## config.mk

```make
export PLATFORM = sky130hd
export DESIGN_NAME = serial_add_sub
export DESIGN_NICKNAME = d
export VERILOG_FILES = /design/src/rtl/serial_add_sub.sv
export SDC_FILE = /design/constraint.sdc
export NUM_CORES = 1
export LEC_CHECK = 0
export CAP_MARGIN = 40
export CORE_MARGIN = 2
export CORE_UTILIZATION = 53
export CTS_CLUSTER_DIAMETER = 50
export CTS_CLUSTER_SIZE = 20
export DETAILED_ROUTE_END_ITERATION = 12
export MAX_ROUTING_LAYER = met4
export PLACE_DENSITY = 0.82
export SLEW_MARGIN = 25
export SYNTH_ARGS = -nofsm -noshare
export SYNTH_HDL_FRONTEND = slang
export SYNTH_SLANG_ARGS = --single-unit
```

## constraint.sdc

```tcl
create_clock -name clk -period 3.56 [get_ports clk]
set_input_delay 0.534 -clock clk [delete_from_list [all_inputs] [get_ports clk]]
set_output_delay 0.534 -clock clk [all_outputs]
set_load 0.03 [all_outputs]
```

## src/rtl/serial_add_sub.sv

```systemverilog
// serial_add_sub: bit-serial adder/subtractor behind a start/done handshake.
// Operands load in parallel. One bit per clock, LSB first, passes through a
// single full-adder slice and a carry flip-flop. The result is presented as
// {carry_out, sum} in s_d. Start to done is WIDTH+1 rising edges.
module serial_add_sub #(
  parameter int WIDTH = 4
) (
  input  logic             clk,
  input  logic             rst,
  input  logic             start,
  input  logic [WIDTH-1:0] a,
  input  logic [WIDTH-1:0] b,
  input  logic             mode,
  output logic             busy,
  output logic             done,
  output logic [WIDTH:0]   s_d,
  output logic             cout
);

  // The counter is one bit wider than clog2(WIDTH), so it never wraps within
  // an operation, even when WIDTH is a power of two.
  localparam int CW = $clog2(WIDTH) + 1;
  localparam logic [CW-1:0] LAST_CNT = CW'(WIDTH - 1);

  typedef enum logic [1:0] {
    IDLE = 2'd0,
    RUN  = 2'd1,
    DONE = 2'd2
  } state_t;

  state_t           state_reg, state_next;
  logic [WIDTH-1:0] a_sr_reg,  a_sr_next;
  logic [WIDTH-1:0] b_sr_reg,  b_sr_next;
  logic [WIDTH-1:0] r_sr_reg,  r_sr_next;
  logic             carry_reg, carry_next;
  logic [CW-1:0]    cnt_reg,   cnt_next;
  logic [WIDTH:0]   s_d_reg,   s_d_next;

  // Subtraction is A + ~B + 1: B is inverted bit by bit, and the +1 enters
  // through the carry flip-flop when the request is accepted.
  logic [WIDTH-1:0] b_cond;
  genvar gi;
  generate
    for (gi = 0; gi < WIDTH; gi++) begin : g_b_cond
      assign b_cond[gi] = b[gi] ^ mode;
    end
  endgenerate

  // The single full-adder slice works on the LSBs of the shift registers.
  logic sum_bit;
  logic carry_maj;
  assign sum_bit   = a_sr_reg[0] ^ b_sr_reg[0] ^ carry_reg;
  assign carry_maj = (a_sr_reg[0] & b_sr_reg[0]) |
                     (a_sr_reg[0] & carry_reg)   |
                     (b_sr_reg[0] & carry_reg);

  // A request is accepted only when idle or in the single done cycle.
  // A start during RUN is ignored.
  logic accept;
  assign accept = start && (state_reg != RUN);

  // Next-state and datapath logic. Every value defaults to holding.
  always_comb begin
    state_next = state_reg;
    a_sr_next  = a_sr_reg;
    b_sr_next  = b_sr_reg;
    r_sr_next  = r_sr_reg;
    carry_next = carry_reg;
    cnt_next   = cnt_reg;
    s_d_next   = s_d_reg;

    unique case (state_reg)
      IDLE: begin
        if (start) state_next = RUN;
      end
      RUN: begin
        a_sr_next  = {1'b0, a_sr_reg[WIDTH-1:1]};
        b_sr_next  = {1'b0, b_sr_reg[WIDTH-1:1]};
        r_sr_next  = {sum_bit, r_sr_reg[WIDTH-1:1]};
        carry_next = carry_maj;
        cnt_next   = cnt_reg + CW'(1);
        if (cnt_reg == LAST_CNT) begin
          // Publish only the completed word, so s_d never shows partial sums.
          s_d_next   = {carry_maj, sum_bit, r_sr_reg[WIDTH-1:1]};
          state_next = DONE;
        end
      end
      DONE: begin
        state_next = start ? RUN : IDLE;
      end
      default: begin
        state_next = IDLE;
      end
    endcase

    // Loading is shared by IDLE and DONE, which allows back-to-back requests.
    if (accept) begin
      a_sr_next  = a;
      b_sr_next  = b_cond;
      carry_next = mode;
      cnt_next   = '0;
      r_sr_next  = '0;
    end
  end

  // State register. Reset aborts any operation in flight and clears the result.
  always_ff @(posedge clk) begin
    if (rst) begin
      state_reg <= IDLE;
      a_sr_reg  <= '0;
      b_sr_reg  <= '0;
      r_sr_reg  <= '0;
      carry_reg <= 1'b0;
      cnt_reg   <= '0;
      s_d_reg   <= '0;
    end else begin
      state_reg <= state_next;
      a_sr_reg  <= a_sr_next;
      b_sr_reg  <= b_sr_next;
      r_sr_reg  <= r_sr_next;
      carry_reg <= carry_next;
      cnt_reg   <= cnt_next;
      s_d_reg   <= s_d_next;
    end
  end

  assign busy = (state_reg == RUN);
  assign done = (state_reg == DONE);
  assign s_d  = s_d_reg;
  assign cout = s_d_reg[WIDTH];

endmodule

```

==> flow_results.xml, run 1 <==
<?xml version="1.0" encoding="UTF-8"?>
<metrics>
  <group name="worst_hold_path">
    <metric name="worst_hold_path.num_cells" unit="">2</metric>
    <metric name="worstHoldPathType" unit="">reg -&gt; reg</metric>
  </group>
  <group name="grt">
    <metric name="grt_first_pass_wirelength" unit="um">2620</metric>
    <metric name="grt_antenna_before_repair" unit="">0</metric>
    <metric name="grt_pass1_vias" unit="">635</metric>
    <metric name="maximum_number_of_pins_on_one_net_before_global_route_repair" unit="">23</metric>
    <metric name="globalRouteOverflowTotal" unit="">0</metric>
    <metric name="grt.total_usage" unit="%">17.1</metric>
  </group>
  <group name="logic_synthesis">
    <metric name="synth-compound-area-share" unit="%">16.2</metric>
    <metric name="synth_area" unit="um^2">1020</metric>
    <metric name="async_reset_ff_share" unit="%">0</metric>
    <metric name="dominant_combinational_cell_family_by_area_after_synthesis" unit="">simple AND/OR/NAND/NOR gates</metric>
    <metric name="synth_cells" unit="">108</metric>
    <metric name="synth-main-ff-cell" unit="">sky130_fd_sc_hd__dfxtp_1</metric>
    <metric name="avg_inst_size_synth" unit="um^2">9.47</metric>
    <metric name="edff_count_synth" unit="">0</metric>
    <metric name="synth_top_area_share" unit="%">43.1</metric>
    <metric name="syn_nets" unit="">123</metric>
    <metric name="post-synth-top-area-cell" unit="">sky130_fd_sc_hd__dfxtp_1</metric>
    <metric name="synth.area.mux_share" unit="%">4.90</metric>
    <metric name="synthXorXnorAreaFrac" unit="%">3.43</metric>
    <metric name="yosys-top-cells-area" unit="">sky130_fd_sc_hd__dfxtp_1, sky130_fd_sc_hd__a21oi_1, sky130_fd_sc_hd__mux2i_1</metric>
    <metric name="synthAdderAreaFrac" unit="%">4.41</metric>
    <metric name="seq_area_frac_synth" unit="%">43.1</metric>
    <metric name="ys_types" unit="">29</metric>
    <metric name="synth-simple-area-share" unit="%">19.7</metric>
    <metric name="yosys_register_bits" unit="">22</metric>
    <metric name="synth_warnings" unit="">0</metric>
  </group>
  <group name="detailed_routing">
    <metric name="antenna_violating_nets_post_route" unit="">0</metric>
    <metric name="drt_pass1_iterations" unit="">4</metric>
    <metric name="dr.first_iter.drc_count" unit="">8</metric>
    <metric name="num_vias" unit="">759</metric>
    <metric name="drc_errors" unit="">0</metric>
    <metric name="via_density_per_instance" unit="">5.16</metric>
    <metric name="final_wirelength" unit="um">1700</metric>
    <metric name="routedWlPerCell" unit="um">11.6</metric>
  </group>
  <group name="worst_setup_path">
    <metric name="cp.buffers_inverters" unit="">2</metric>
    <metric name="worstPathMaxFanout" unit="">21</metric>
    <metric name="worstRegToRegCells" unit="">5</metric>
    <metric name="cp_top_family" unit="">buffers and inverters</metric>
    <metric name="ff2ff_setup_slack" unit="ps">2210</metric>
    <metric name="worstSetupStartpoint" unit="">state_reg[0]$_SDFFE_PP0P_</metric>
    <metric name="crit_path_capture_type" unit="">output pin</metric>
    <metric name="r2r-end" unit="">s_d[4]$_SDFFE_PP0P_</metric>
    <metric name="worstPathRequired" unit="ps">3030</metric>
    <metric name="crit-reg2reg-launch" unit="">cnt_reg[0]$_SDFFE_PP0P_</metric>
    <metric name="worstSetupPathDepth" unit="">3</metric>
    <metric name="worst_setup_path_start_kind" unit="">register</metric>
    <metric name="worstSetupEndpoint" unit="">busy</metric>
    <metric name="crit_path_class" unit="">reg -&gt; out</metric>
    <metric name="slowest_stage" unit="">sky130_fd_sc_hd__clkdlybuf4s50_1</metric>
    <metric name="worst_stage_delay_on_the_critical_path" unit="ps">700</metric>
    <metric name="ordered_list_of_cells_on_the_worst_path" unit="">nand2b_4 &gt; inv_4 &gt; clkdlybuf4s50_1</metric>
    <metric name="critPathArrivalTime" unit="ps">1800</metric>
  </group>
  <group name="power_and_ir_drop">
    <metric name="vdd_drop_max" unit="mV">0.267</metric>
    <metric name="share_seq_of_total_power" unit="%">59.5</metric>
    <metric name="clock_power_share" unit="%">24.0</metric>
    <metric name="leakage" unit="nW">0.435</metric>
    <metric name="p_sw_share" unit="%">25.4</metric>
    <metric name="intPower" unit="uW">334</metric>
    <metric name="tot_pwr" unit="uW">448</metric>
    <metric name="net-switching-power" unit="uW">114</metric>
    <metric name="powerDensity" unit="nW/um^2">370</metric>
    <metric name="power_frac_comb" unit="%">16.5</metric>
  </group>
  <group name="placed_design">
    <metric name="placed_cells" unit="">143</metric>
    <metric name="port_buffers" unit="">19</metric>
    <metric name="place_worst_setup_slack" unit="ps">1470</metric>
    <metric name="place_area" unit="um^2">1170</metric>
    <metric name="gp_congestion" unit="">0.700</metric>
    <metric name="place_hpwl" unit="um">1210</metric>
  </group>
  <group name="sta">
    <metric name="maxSlewHeadroom" unit="%">49.9</metric>
    <metric name="finalHoldViolations" unit="">0</metric>
    <metric name="period_share" unit="%">65.5</metric>
    <metric name="setup_total_negative_slack" unit="ps">0</metric>
    <metric name="final.hold.worst_slack" unit="ps">462</metric>
    <metric name="rsz0062_at_grt" unit="">no</metric>
    <metric name="max_slew.worst_pin.slew" unit="ps">750</metric>
    <metric name="maxClockFrequency" unit="GHz">0.429</metric>
    <metric name="final_period_minus_worst_setup_slack" unit="ps">2330</metric>
    <metric name="worst_clock_skew" unit="ps">2.17</metric>
    <metric name="setup-violations-final" unit="">0</metric>
    <metric name="slew_viol_final" unit="">0</metric>
    <metric name="timing.final.ws_setup" unit="ps">1230</metric>
  </group>
  <group name="finish">
    <metric name="area_growth_syn_to_layout" unit="%">18.4</metric>
    <metric name="post_route_cells_drive_above_1_share" unit="%">9.84</metric>
    <metric name="stdcell_area" unit="um^2">1210</metric>
    <metric name="finish.utilization" unit="%">68.6</metric>
    <metric name="design.final.nets" unit="">139</metric>
    <metric name="antenna_cells_inserted" unit="">0</metric>
    <metric name="layoutNonFillerInstCount" unit="">147</metric>
    <metric name="largest_register_ffs" unit="">5</metric>
  </group>
  <group name="flow_run">
    <metric name="cap_violations" unit="">0</metric>
  </group>
  <group name="clocking">
    <metric name="clk_root_buffer_cell" unit="">sky130_fd_sc_hd__clkbuf_4</metric>
    <metric name="cts-resized-gates" unit="">0</metric>
    <metric name="clock_latency" unit="ps">300</metric>
    <metric name="clock-sinks" unit="">22</metric>
    <metric name="cts-root-to-sink-buffers" unit="">2</metric>
    <metric name="clock_tree_from_tritoncts" unit="">yes</metric>
    <metric name="ctsHtreeMaxLevel" unit="">1</metric>
    <metric name="cts_post_setup_buffers_inserted" unit="">0</metric>
    <metric name="worst_setup_hold_path_clk_slew" unit="ps">110</metric>
    <metric name="hold_buf_count_cts" unit="">0</metric>
    <metric name="inserted_clock_buffers" unit="">3</metric>
  </group>
  <group name="die">
    <metric name="die_h" unit="um">47.9</metric>
    <metric name="initial_utilization" unit="%">57.9</metric>
    <metric name="top_level_ports" unit="">20</metric>
    <metric name="core.rowCount" unit="">15</metric>
    <metric name="die_width" unit="um">47.9</metric>
    <metric name="core_region_area" unit="um^2">1760</metric>
    <metric name="design.die.area" unit="um^2">2300</metric>
  </group>
  <group name="status">
    <metric name="run_status" unit="">finished, final reports clean</metric>
  </group>
</metrics>
## synthesized netlist by cell type, types with 2 or more instances
cell type                  instances
sky130_fd_sc_hd__nor2_1           10
sky130_fd_sc_hd__nand2_1          12
sky130_fd_sc_hd__nand3_1           4
sky130_fd_sc_hd__buf_4             2
sky130_fd_sc_hd__nand3b_1          6
sky130_fd_sc_hd__nand2b_1          2
sky130_fd_sc_hd__mux2i_1           5
sky130_fd_sc_hd__dfxtp_1          22
sky130_fd_sc_hd__a211o_1           3
sky130_fd_sc_hd__clkbuf_1          2
sky130_fd_sc_hd__a21oi_1          10
sky130_fd_sc_hd__inv_1             2
sky130_fd_sc_hd__buf_2             2
sky130_fd_sc_hd__ha_1              2
sky130_fd_sc_hd__a21oi_2           4
sky130_fd_sc_hd__xnor2_1           4
sky130_fd_sc_hd__a211oi_1          4
## power groups by stage
stage	registers (mW)	logic, mW	clock network, mW
floorplan	0.270	0.0583	0
global placement	0.272	0.0692	0
global route	0.268	0.0812	0.121
detailed placement	0.272	0.0720	0
finish	0.266	0.0741	0.108
CTS	0.267	0.0721	0.112
## cell type report
type | instances | area, um^2
sequential | 22 | 440
tap | 25 | 31.3
clock buffer | 3 | 22.5
multi-input combinational | 74 | 497
timing repair buffer | 20 | 205
fill | 169 | 554
inverter | 3 | 13.8
## placed cells by master, fill, tap and decap left out
master                            instances
sky130_fd_sc_hd__dfxtp_1                 22
sky130_fd_sc_hd__clkdlybuf4s50_1         19
sky130_fd_sc_hd__nand2_1                 12
sky130_fd_sc_hd__a21oi_1                 10
sky130_fd_sc_hd__nor2_1                  10
sky130_fd_sc_hd__nand3b_1                 6
sky130_fd_sc_hd__mux2i_1                  5
sky130_fd_sc_hd__a211oi_1                 4
sky130_fd_sc_hd__a21oi_2                  4
sky130_fd_sc_hd__xnor2_1                  4
sky130_fd_sc_hd__nand3_1                  4
sky130_fd_sc_hd__a211o_1                  3
sky130_fd_sc_hd__clkbuf_4                 3
sky130_fd_sc_hd__inv_1                    2
sky130_fd_sc_hd__nand2b_1                 2
sky130_fd_sc_hd__ha_1                     2
sky130_fd_sc_hd__nand2b_4                 1
sky130_fd_sc_hd__inv_4                    1
sky130_fd_sc_hd__nor2b_1                  1
sky130_fd_sc_hd__or3_1                    1
sky130_fd_sc_hd__nand3_2                  1
sky130_fd_sc_hd__a2bb2oi_1                1
sky130_fd_sc_hd__nor3_1                   1
sky130_fd_sc_hd__a2111oi_2                1
sky130_fd_sc_hd__fa_1                     1
sky130_fd_sc_hd__buf_8                    1
## tightest hold or removal path: stages, from the launching register on
cell and delay, ps:
sky130_fd_sc_hd__dfxtp_1 320, sky130_fd_sc_hd__nand2_1 50, sky130_fd_sc_hd__a21oi_1 50
## logic make-up (layout without fill, tap and decap cells)
family,count (synthesis),count (layout)
AOI/OAI and AO/OA,23,23
xor gates and xnor gates,4,4
adders and majority gates,3,3
buffers and inverters,12,26
DFF,22,22
muxes,5,5
and+or+nand+nor,39,39
## metal layers
layer	share of wire, %	global-route usage [%]	wire, um
met1	46	19.5	784
met2	50	29.3	852
met3	3.1	5.66	53
met4	0.70	3.24	12
met5	0	-	0
## how the worst min path moves through the flow
stage / from / endpoint
floorplan: r_sr_reg[1]$_SDFFE_PP0P_ / s_d[0]$_SDFFE_PP0P_
global route: s_d[1]$_SDFFE_PP0P_ / s_d[1]$_SDFFE_PP0P_
CTS: s_d[3]$_SDFFE_PP0P_ / s_d[3]$_SDFFE_PP0P_
global placement: s_d[0]$_SDFFE_PP0P_ / s_d[0]$_SDFFE_PP0P_
detailed placement: s_d[3]$_SDFFE_PP0P_ / s_d[3]$_SDFFE_PP0P_
finish: s_d[0]$_SDFFE_PP0P_ / s_d[0]$_SDFFE_PP0P_
Power figures use the tool's default switching activity.
==> run 2: changes to the inputs <==
--- a/config.mk
+++ b/config.mk
@@ -7,12 +7,12 @@
 export LEC_CHECK = 0
 export CAP_MARGIN = 40
 export CORE_MARGIN = 2
-export CORE_UTILIZATION = 53
+export CORE_UTILIZATION = 45
 export CTS_CLUSTER_DIAMETER = 50
 export CTS_CLUSTER_SIZE = 20
 export DETAILED_ROUTE_END_ITERATION = 12
 export MAX_ROUTING_LAYER = met4
-export PLACE_DENSITY = 0.82
+export PLACE_DENSITY = 0.74
 export SLEW_MARGIN = 25
 export SYNTH_ARGS = -nofsm -noshare
 export SYNTH_HDL_FRONTEND = slang
==> constraint.sdc (replaced) <==
create_clock -name clk -period 1.9 [get_ports clk]
set_input_delay 0.285 -clock clk [delete_from_list [all_inputs] [get_ports clk]]
set_output_delay 0.285 -clock clk [all_outputs]
set_load 0.03 [all_outputs]
==> run 2 against run 1 <==
Sequential power is 88% higher; power is 120% higher; largest power group unchanged; largest cell class unchanged; non-clock buffer count is 3 higher; highest routed layer unchanged; count of clock-buffer cells in the layout stayed put; worst hold slack worse by 0.59 ps.
==> flow_results.xml, run 2 (synthesized netlist as in run 1, its figures left out) <==
<?xml version="1.0" encoding="UTF-8"?>
<metrics>
  <group name="worst_hold_path">
    <metric name="worstHoldPathType" unit="">reg -&gt; reg</metric>
  </group>
  <group name="placed_design">
    <metric name="place_hpwl" unit="um">1260</metric>
    <metric name="gp_congestion" unit="">0.680</metric>
    <metric name="place_worst_setup_slack" unit="ps">322</metric>
    <metric name="placed_cells" unit="">150</metric>
    <metric name="place_area" unit="um^2">1210</metric>
    <metric name="port_buffers" unit="">19</metric>
  </group>
  <group name="die">
    <metric name="die_width" unit="um">51.7</metric>
    <metric name="core_region_area" unit="um^2">2170</metric>
    <metric name="top_level_ports" unit="">20</metric>
    <metric name="design.die.area" unit="um^2">2670</metric>
    <metric name="core.rowCount" unit="">17</metric>
    <metric name="die_h" unit="um">51.7</metric>
    <metric name="initial_utilization" unit="%">47.1</metric>
  </group>
  <group name="finish">
    <metric name="largest_register_ffs" unit="">5</metric>
    <metric name="stdcell_area" unit="um^2">1260</metric>
    <metric name="final_common_cell" unit="">sky130_fd_sc_hd__dfxtp_1</metric>
    <metric name="area_growth_syn_to_layout" unit="%">23.0</metric>
    <metric name="antenna_cells_inserted" unit="">0</metric>
    <metric name="most-common-layout-cells" unit="">sky130_fd_sc_hd__dfxtp_1, sky130_fd_sc_hd__clkdlybuf4s50_1, sky130_fd_sc_hd__nand2_1</metric>
    <metric name="finish.utilization" unit="%">58.0</metric>
    <metric name="seq_area" unit="um^2">440</metric>
    <metric name="post_route_cells_drive_above_1_share" unit="%">12.7</metric>
    <metric name="design.final.nets" unit="">142</metric>
    <metric name="filler_cell_count" unit="">210</metric>
    <metric name="layoutNonFillerInstCount" unit="">154</metric>
    <metric name="multi_input_comb_area" unit="um^2">497</metric>
  </group>
  <group name="grt">
    <metric name="grt.total_usage" unit="%">15.8</metric>
    <metric name="grt_first_pass_wirelength" unit="um">3070</metric>
    <metric name="maximum_number_of_pins_on_one_net_before_global_route_repair" unit="">21</metric>
    <metric name="globalRouteOverflowTotal" unit="">0</metric>
    <metric name="grt_antenna_before_repair" unit="">0</metric>
    <metric name="grt_pass1_vias" unit="">717</metric>
  </group>
  <group name="power_and_ir_drop">
    <metric name="leakage" unit="nW">0.464</metric>
    <metric name="vdd_drop_max" unit="mV">0.743</metric>
    <metric name="powerDensity" unit="nW/um^2">792</metric>
    <metric name="tot_pwr" unit="uW">996</metric>
  </group>
  <group name="flow_run">
    <metric name="cap_violations" unit="">0</metric>
  </group>
  <group name="sta">
    <metric name="setup-violations-final" unit="">0</metric>
    <metric name="timing.final.ws_setup" unit="ps">131</metric>
    <metric name="rsz0062_at_grt" unit="">no</metric>
    <metric name="maxSlewHeadroom" unit="%">75.8</metric>
    <metric name="final.hold.worst_slack" unit="ps">461</metric>
    <metric name="slew_viol_final" unit="">0</metric>
    <metric name="max_slew.worst_pin.slew" unit="ps">361</metric>
    <metric name="worst_clock_skew" unit="ps">13.0</metric>
    <metric name="maxClockFrequency" unit="GHz">0.565</metric>
    <metric name="finalHoldViolations" unit="">0</metric>
    <metric name="setup_total_negative_slack" unit="ps">0</metric>
    <metric name="final_period_minus_worst_setup_slack" unit="ps">1770</metric>
    <metric name="period_share" unit="%">93.1</metric>
  </group>
  <group name="detailed_routing">
    <metric name="drt_pass1_iterations" unit="">4</metric>
    <metric name="antenna_violating_nets_post_route" unit="">0</metric>
    <metric name="num_vias" unit="">797</metric>
    <metric name="via_density_per_instance" unit="">5.18</metric>
    <metric name="final_wirelength" unit="um">1780</metric>
    <metric name="routedWlPerCell" unit="um">11.6</metric>
    <metric name="drc_errors" unit="">0</metric>
    <metric name="dr.first_iter.drc_count" unit="">11</metric>
  </group>
  <group name="clocking">
    <metric name="clock-sinks" unit="">22</metric>
    <metric name="hold_buf_count_cts" unit="">0</metric>
    <metric name="clk_root_buffer_cell" unit="">sky130_fd_sc_hd__clkbuf_4</metric>
    <metric name="worst_setup_hold_path_clk_slew" unit="ps">130</metric>
    <metric name="clock_latency" unit="ps">310</metric>
    <metric name="cts_post_setup_buffers_inserted" unit="">0</metric>
    <metric name="inserted_clock_buffers" unit="">3</metric>
    <metric name="cts-root-to-sink-buffers" unit="">2</metric>
    <metric name="clock_tree_from_tritoncts" unit="">yes</metric>
    <metric name="ctsHtreeMaxLevel" unit="">1</metric>
  </group>
  <group name="worst_setup_path">
    <metric name="worstPathRequired" unit="ps">1620</metric>
    <metric name="worstPathMaxFanout" unit="">4</metric>
    <metric name="crit_path_class" unit="">reg -&gt; out</metric>
    <metric name="worst_setup_path_start_kind" unit="">register</metric>
    <metric name="critPathArrivalTime" unit="ps">1480</metric>
    <metric name="crit_path_capture_type" unit="">output pin</metric>
    <metric name="slowest_stage" unit="">sky130_fd_sc_hd__clkdlybuf4s50_1</metric>
    <metric name="ordered_list_of_cells_on_the_worst_path" unit="">nor2b_1 &gt; clkdlybuf4s50_1</metric>
    <metric name="worst_stage_delay_on_the_critical_path" unit="ps">670</metric>
  </group>
  <group name="status">
    <metric name="run_status" unit="">finished, final reports clean</metric>
  </group>
</metrics>
## run 2: report_power, final
group / internal (mW) / leakage [nW] / switching, mW
logic: 0.0695 / 0.256 / 0.0703
registers: 0.484 / 0.180 / 0.0159
clock network: 0.213 / 0.0279 / 0.143
## run 2: final timing paths
check / startpoint / to / slack, ps / cells after the start
worst max-delay path: state_reg[0]$_SDFFE_PP0P_ / done / 130 / 2
worst min register to register: s_d[0]$_SDFFE_PP0P_ / s_d[0]$_SDFFE_PP0P_ / 460 / 2
worst min-delay path: s_d[0]$_SDFFE_PP0P_ / s_d[0]$_SDFFE_PP0P_ / 460 / 2
worst max register to register: cnt_reg[0]$_SDFFE_PP0P_ / s_d[4]$_SDFFE_PP0P_ / 550 / 5
## run 2: worst max-delay path, delay by kind of cell, from the launching register on
kind | cells | cell delay [ps]
and+or+nand+nor | 1 | 120
DFF | 1 | 380
buffers and inverters | 1 | 670
## run 2: routing by layer
metal	share of wire [%]	wire length, um	track usage, %
met1	47	831	18.6
met2	49	881	26.1
met3	3.1	55	3.45
met4	0.67	12	6.58
met5	0	0	-
## run 2: what timing repair did
item                                    in CTS  in global routing
hold endpoints to repair                     0                  0
endpoints found under the setup margin       1                  0
gates resized for setup                      1                  0
## run 2: area by class of cell
cell class / count / share of cell area (%)
Multi-Input combinational cell: 74 / 39.5
Inverter: 3 / 1.09
Clock buffer: 3 / 1.79
Tap cell: 28 / 2.79
Clock inverter: 1 / 2.39
Sequential cell: 22 / 35.0
Timing Repair Buffer: 23 / 17.4
==> run 3: changes to the inputs <==
--- a/config.mk
+++ b/config.mk
@@ -11,8 +11,9 @@
 export CTS_CLUSTER_DIAMETER = 50
 export CTS_CLUSTER_SIZE = 20
 export DETAILED_ROUTE_END_ITERATION = 12
+export GPL_TIMING_DRIVEN = 0
 export MAX_ROUTING_LAYER = met4
-export PLACE_DENSITY = 0.74
+export PLACE_DENSITY = 0.84
 export SLEW_MARGIN = 25
 export SYNTH_ARGS = -nofsm -noshare
 export SYNTH_HDL_FRONTEND = slang
==> run 3 against run 2 <==
Clock skew grew 1.8 ps; largest cell class unchanged; power shrank 7.3%; count of clock-buffer cells in the layout grew 1; die area is the same; first-iteration DRC count grew 120%; critical path depth grew 3; setup slack lost 70 ps; sequential power is essentially flat; register-to-register slack lost 80 ps; via count grew 2.9%; sequential share of layout area shrank 0.17 points.
==> flow_results.xml, run 3 (synthesized netlist as in run 1, its figures left out) <==
<?xml version="1.0" encoding="UTF-8"?>
<metrics>
  <group name="status">
    <metric name="run_status" unit="">finished, final reports clean</metric>
  </group>
  <group name="worst_setup_path">
    <metric name="crit_path_capture_type" unit="">output pin</metric>
    <metric name="cp.buffers_inverters" unit="">4</metric>
    <metric name="cp_top_family" unit="">buffers and inverters</metric>
    <metric name="crit_path_class" unit="">reg -&gt; out</metric>
    <metric name="worst_stage_delay_on_the_critical_path" unit="ps">430</metric>
    <metric name="worstPathMaxFanout" unit="">10</metric>
    <metric name="worstSetupStartpoint" unit="">state_reg[0]$_SDFFE_PP0P_</metric>
    <metric name="worst_setup_path_start_kind" unit="">register</metric>
    <metric name="ordered_list_of_cells_on_the_worst_path" unit="">nand2b_4 &gt; inv_4 &gt; buf_8 &gt; buf_12 &gt; clkdlybuf4s15_1</metric>
    <metric name="crit-reg2reg-launch" unit="">cnt_reg[0]$_SDFFE_PP0P_</metric>
    <metric name="critPathArrivalTime" unit="ps">1550</metric>
    <metric name="worstPathRequired" unit="ps">1620</metric>
    <metric name="slowest_stage" unit="">sky130_fd_sc_hd__dfxtp_1</metric>
  </group>
  <group name="finish">
    <metric name="multi_input_comb_area" unit="um^2">497</metric>
    <metric name="stdcell_area" unit="um^2">1260</metric>
    <metric name="most-common-layout-cells" unit="">sky130_fd_sc_hd__dfxtp_1, sky130_fd_sc_hd__clkdlybuf4s50_1, sky130_fd_sc_hd__nand2_1</metric>
    <metric name="finish.utilization" unit="%">58.2</metric>
    <metric name="antenna_cells_inserted" unit="">0</metric>
    <metric name="seq_area" unit="um^2">440</metric>
    <metric name="post_route_cells_drive_above_1_share" unit="%">14.0</metric>
    <metric name="final_common_cell" unit="">sky130_fd_sc_hd__dfxtp_1</metric>
    <metric name="design.final.nets" unit="">145</metric>
    <metric name="filler_cell_count" unit="">203</metric>
    <metric name="area_growth_syn_to_layout" unit="%">23.6</metric>
    <metric name="largest_register_ffs" unit="">5</metric>
  </group>
  <group name="detailed_routing">
    <metric name="drc_errors" unit="">0</metric>
    <metric name="routedWlPerCell" unit="um">13.7</metric>
    <metric name="drt_pass1_iterations" unit="">4</metric>
    <metric name="num_vias" unit="">820</metric>
    <metric name="antenna_violating_nets_post_route" unit="">0</metric>
    <metric name="dr.first_iter.drc_count" unit="">24</metric>
    <metric name="final_wirelength" unit="um">2150</metric>
    <metric name="via_density_per_instance" unit="">5.22</metric>
  </group>
  <group name="placed_design">
    <metric name="gp_congestion" unit="">0.794</metric>
    <metric name="place_hpwl" unit="um">1590</metric>
    <metric name="place_area" unit="um^2">1230</metric>
    <metric name="port_buffers" unit="">17</metric>
  </group>
  <group name="sta">
    <metric name="setup-violations-final" unit="">0</metric>
    <metric name="rsz0062_at_grt" unit="">no</metric>
    <metric name="maxSlewHeadroom" unit="%">61.5</metric>
    <metric name="final.hold.worst_slack" unit="ps">323</metric>
    <metric name="worst_clock_skew" unit="ps">14.8</metric>
    <metric name="final_period_minus_worst_setup_slack" unit="ps">1840</metric>
    <metric name="max_slew.worst_pin.slew" unit="ps">578</metric>
    <metric name="finalHoldViolations" unit="">0</metric>
    <metric name="slew_viol_final" unit="">0</metric>
    <metric name="maxClockFrequency" unit="GHz">0.544</metric>
    <metric name="setup_total_negative_slack" unit="ps">0</metric>
    <metric name="period_share" unit="%">96.8</metric>
  </group>
  <group name="die">
    <metric name="design.die.area" unit="um^2">2670</metric>
    <metric name="die_h" unit="um">51.7</metric>
    <metric name="core_region_area" unit="um^2">2170</metric>
    <metric name="top_level_ports" unit="">20</metric>
    <metric name="die_width" unit="um">51.7</metric>
    <metric name="initial_utilization" unit="%">47.1</metric>
    <metric name="core.rowCount" unit="">17</metric>
  </group>
  <group name="flow_run">
    <metric name="cap_violations" unit="">0</metric>
  </group>
  <group name="clocking">
    <metric name="inserted_clock_buffers" unit="">3</metric>
    <metric name="hold_buf_count_cts" unit="">0</metric>
    <metric name="ctsHtreeMaxLevel" unit="">1</metric>
    <metric name="cts-root-to-sink-buffers" unit="">2</metric>
    <metric name="worst_setup_hold_path_clk_slew" unit="ps">130</metric>
    <metric name="clock-sinks" unit="">22</metric>
    <metric name="clock_latency" unit="ps">320</metric>
    <metric name="clk_root_buffer_cell" unit="">sky130_fd_sc_hd__clkbuf_4</metric>
    <metric name="clock_tree_from_tritoncts" unit="">yes</metric>
  </group>
  <group name="worst_hold_path">
    <metric name="worstHoldPathType" unit="">in -&gt; reg</metric>
    <metric name="holdCritStartpoint" unit="">mode</metric>
  </group>
  <group name="grt">
    <metric name="grt_antenna_before_repair" unit="">0</metric>
    <metric name="grt_pass1_vias" unit="">790</metric>
    <metric name="grt.total_usage" unit="%">19.2</metric>
    <metric name="grt_first_pass_wirelength" unit="um">3670</metric>
    <metric name="maximum_number_of_pins_on_one_net_before_global_route_repair" unit="">13</metric>
    <metric name="globalRouteOverflowTotal" unit="">0</metric>
  </group>
  <group name="power_and_ir_drop">
    <metric name="vdd_drop_max" unit="mV">0.557</metric>
    <metric name="leakage" unit="nW">0.465</metric>
    <metric name="powerDensity" unit="nW/um^2">730</metric>
  </group>
</metrics>
## run 3: layout make-up
| cell class | count | share of cell area [%] |
|---|---|---|
| Multi-Input combinational cell | 74 | 39.3 |
| Sequential cell | 22 | 34.9 |
| Timing Repair Buffer | 17 | 13.5 |
| Buffer | 9 | 5.64 |
| Clock buffer | 4 | 2.87 |
| Tap cell | 28 | 2.77 |
| Inverter | 3 | 1.09 |
## run 3: timing repair
| action | in CTS | in global routing |
|---|---|---|
| resized for setup | 1 | 1 |
| buffers inserted | 0 | 0 |
| endpoints found under the setup margin | 1 | 1 |
## run 3: metrics by stage
step           power, mW  setup WS, ps  std cells
2_1_floorplan      0.616           701        108
3_3_place_gp       0.658           129        153
3_5_place_dp       0.665           121        153
4_1_cts            0.919          25.3        157
5_1_grt            0.948          15.6        157
6_report           0.923          61.6        157
## run 3: worst paths after layout
check	endpoint	slack (ps)	cells past startpoint
worst min-delay path	b_sr_reg[3]$_SDFFE_PP0P_	320	3
worst max register to register	s_d[3]$_SDFFE_PP0P_	470	5
worst min register to register	s_d[2]$_SDFFE_PP0P_	470	2
worst max-delay path	busy	60	5
## run 3: worst reg2reg max path, delay by kind of cell, from the launching register on
kind / cells / cell delay [ps]
AOI/OAI and AO/OA: 1 / 70
adders and majority gates: 2 / 480
DFF: 1 / 390
and+or+nand+nor: 2 / 360
## run 3: where the power goes
group,total (mW),internal (mW),switching (mW)
sequential,0.501,0.484,0.0169
clock,0.268,0.117,0.151
combinational,0.154,0.0763,0.0772
## run 3: per-layer routing
layer | global-route usage, % | vias up | wire, um
li1 | - | 412 | -
met1 | 22.8 | 382 | 959
met2 | 32.7 | 21 | 1070
met3 | 1.72 | 5 | 74
met4 | 9.21 | 0 | 42
met5 | - | - | 0
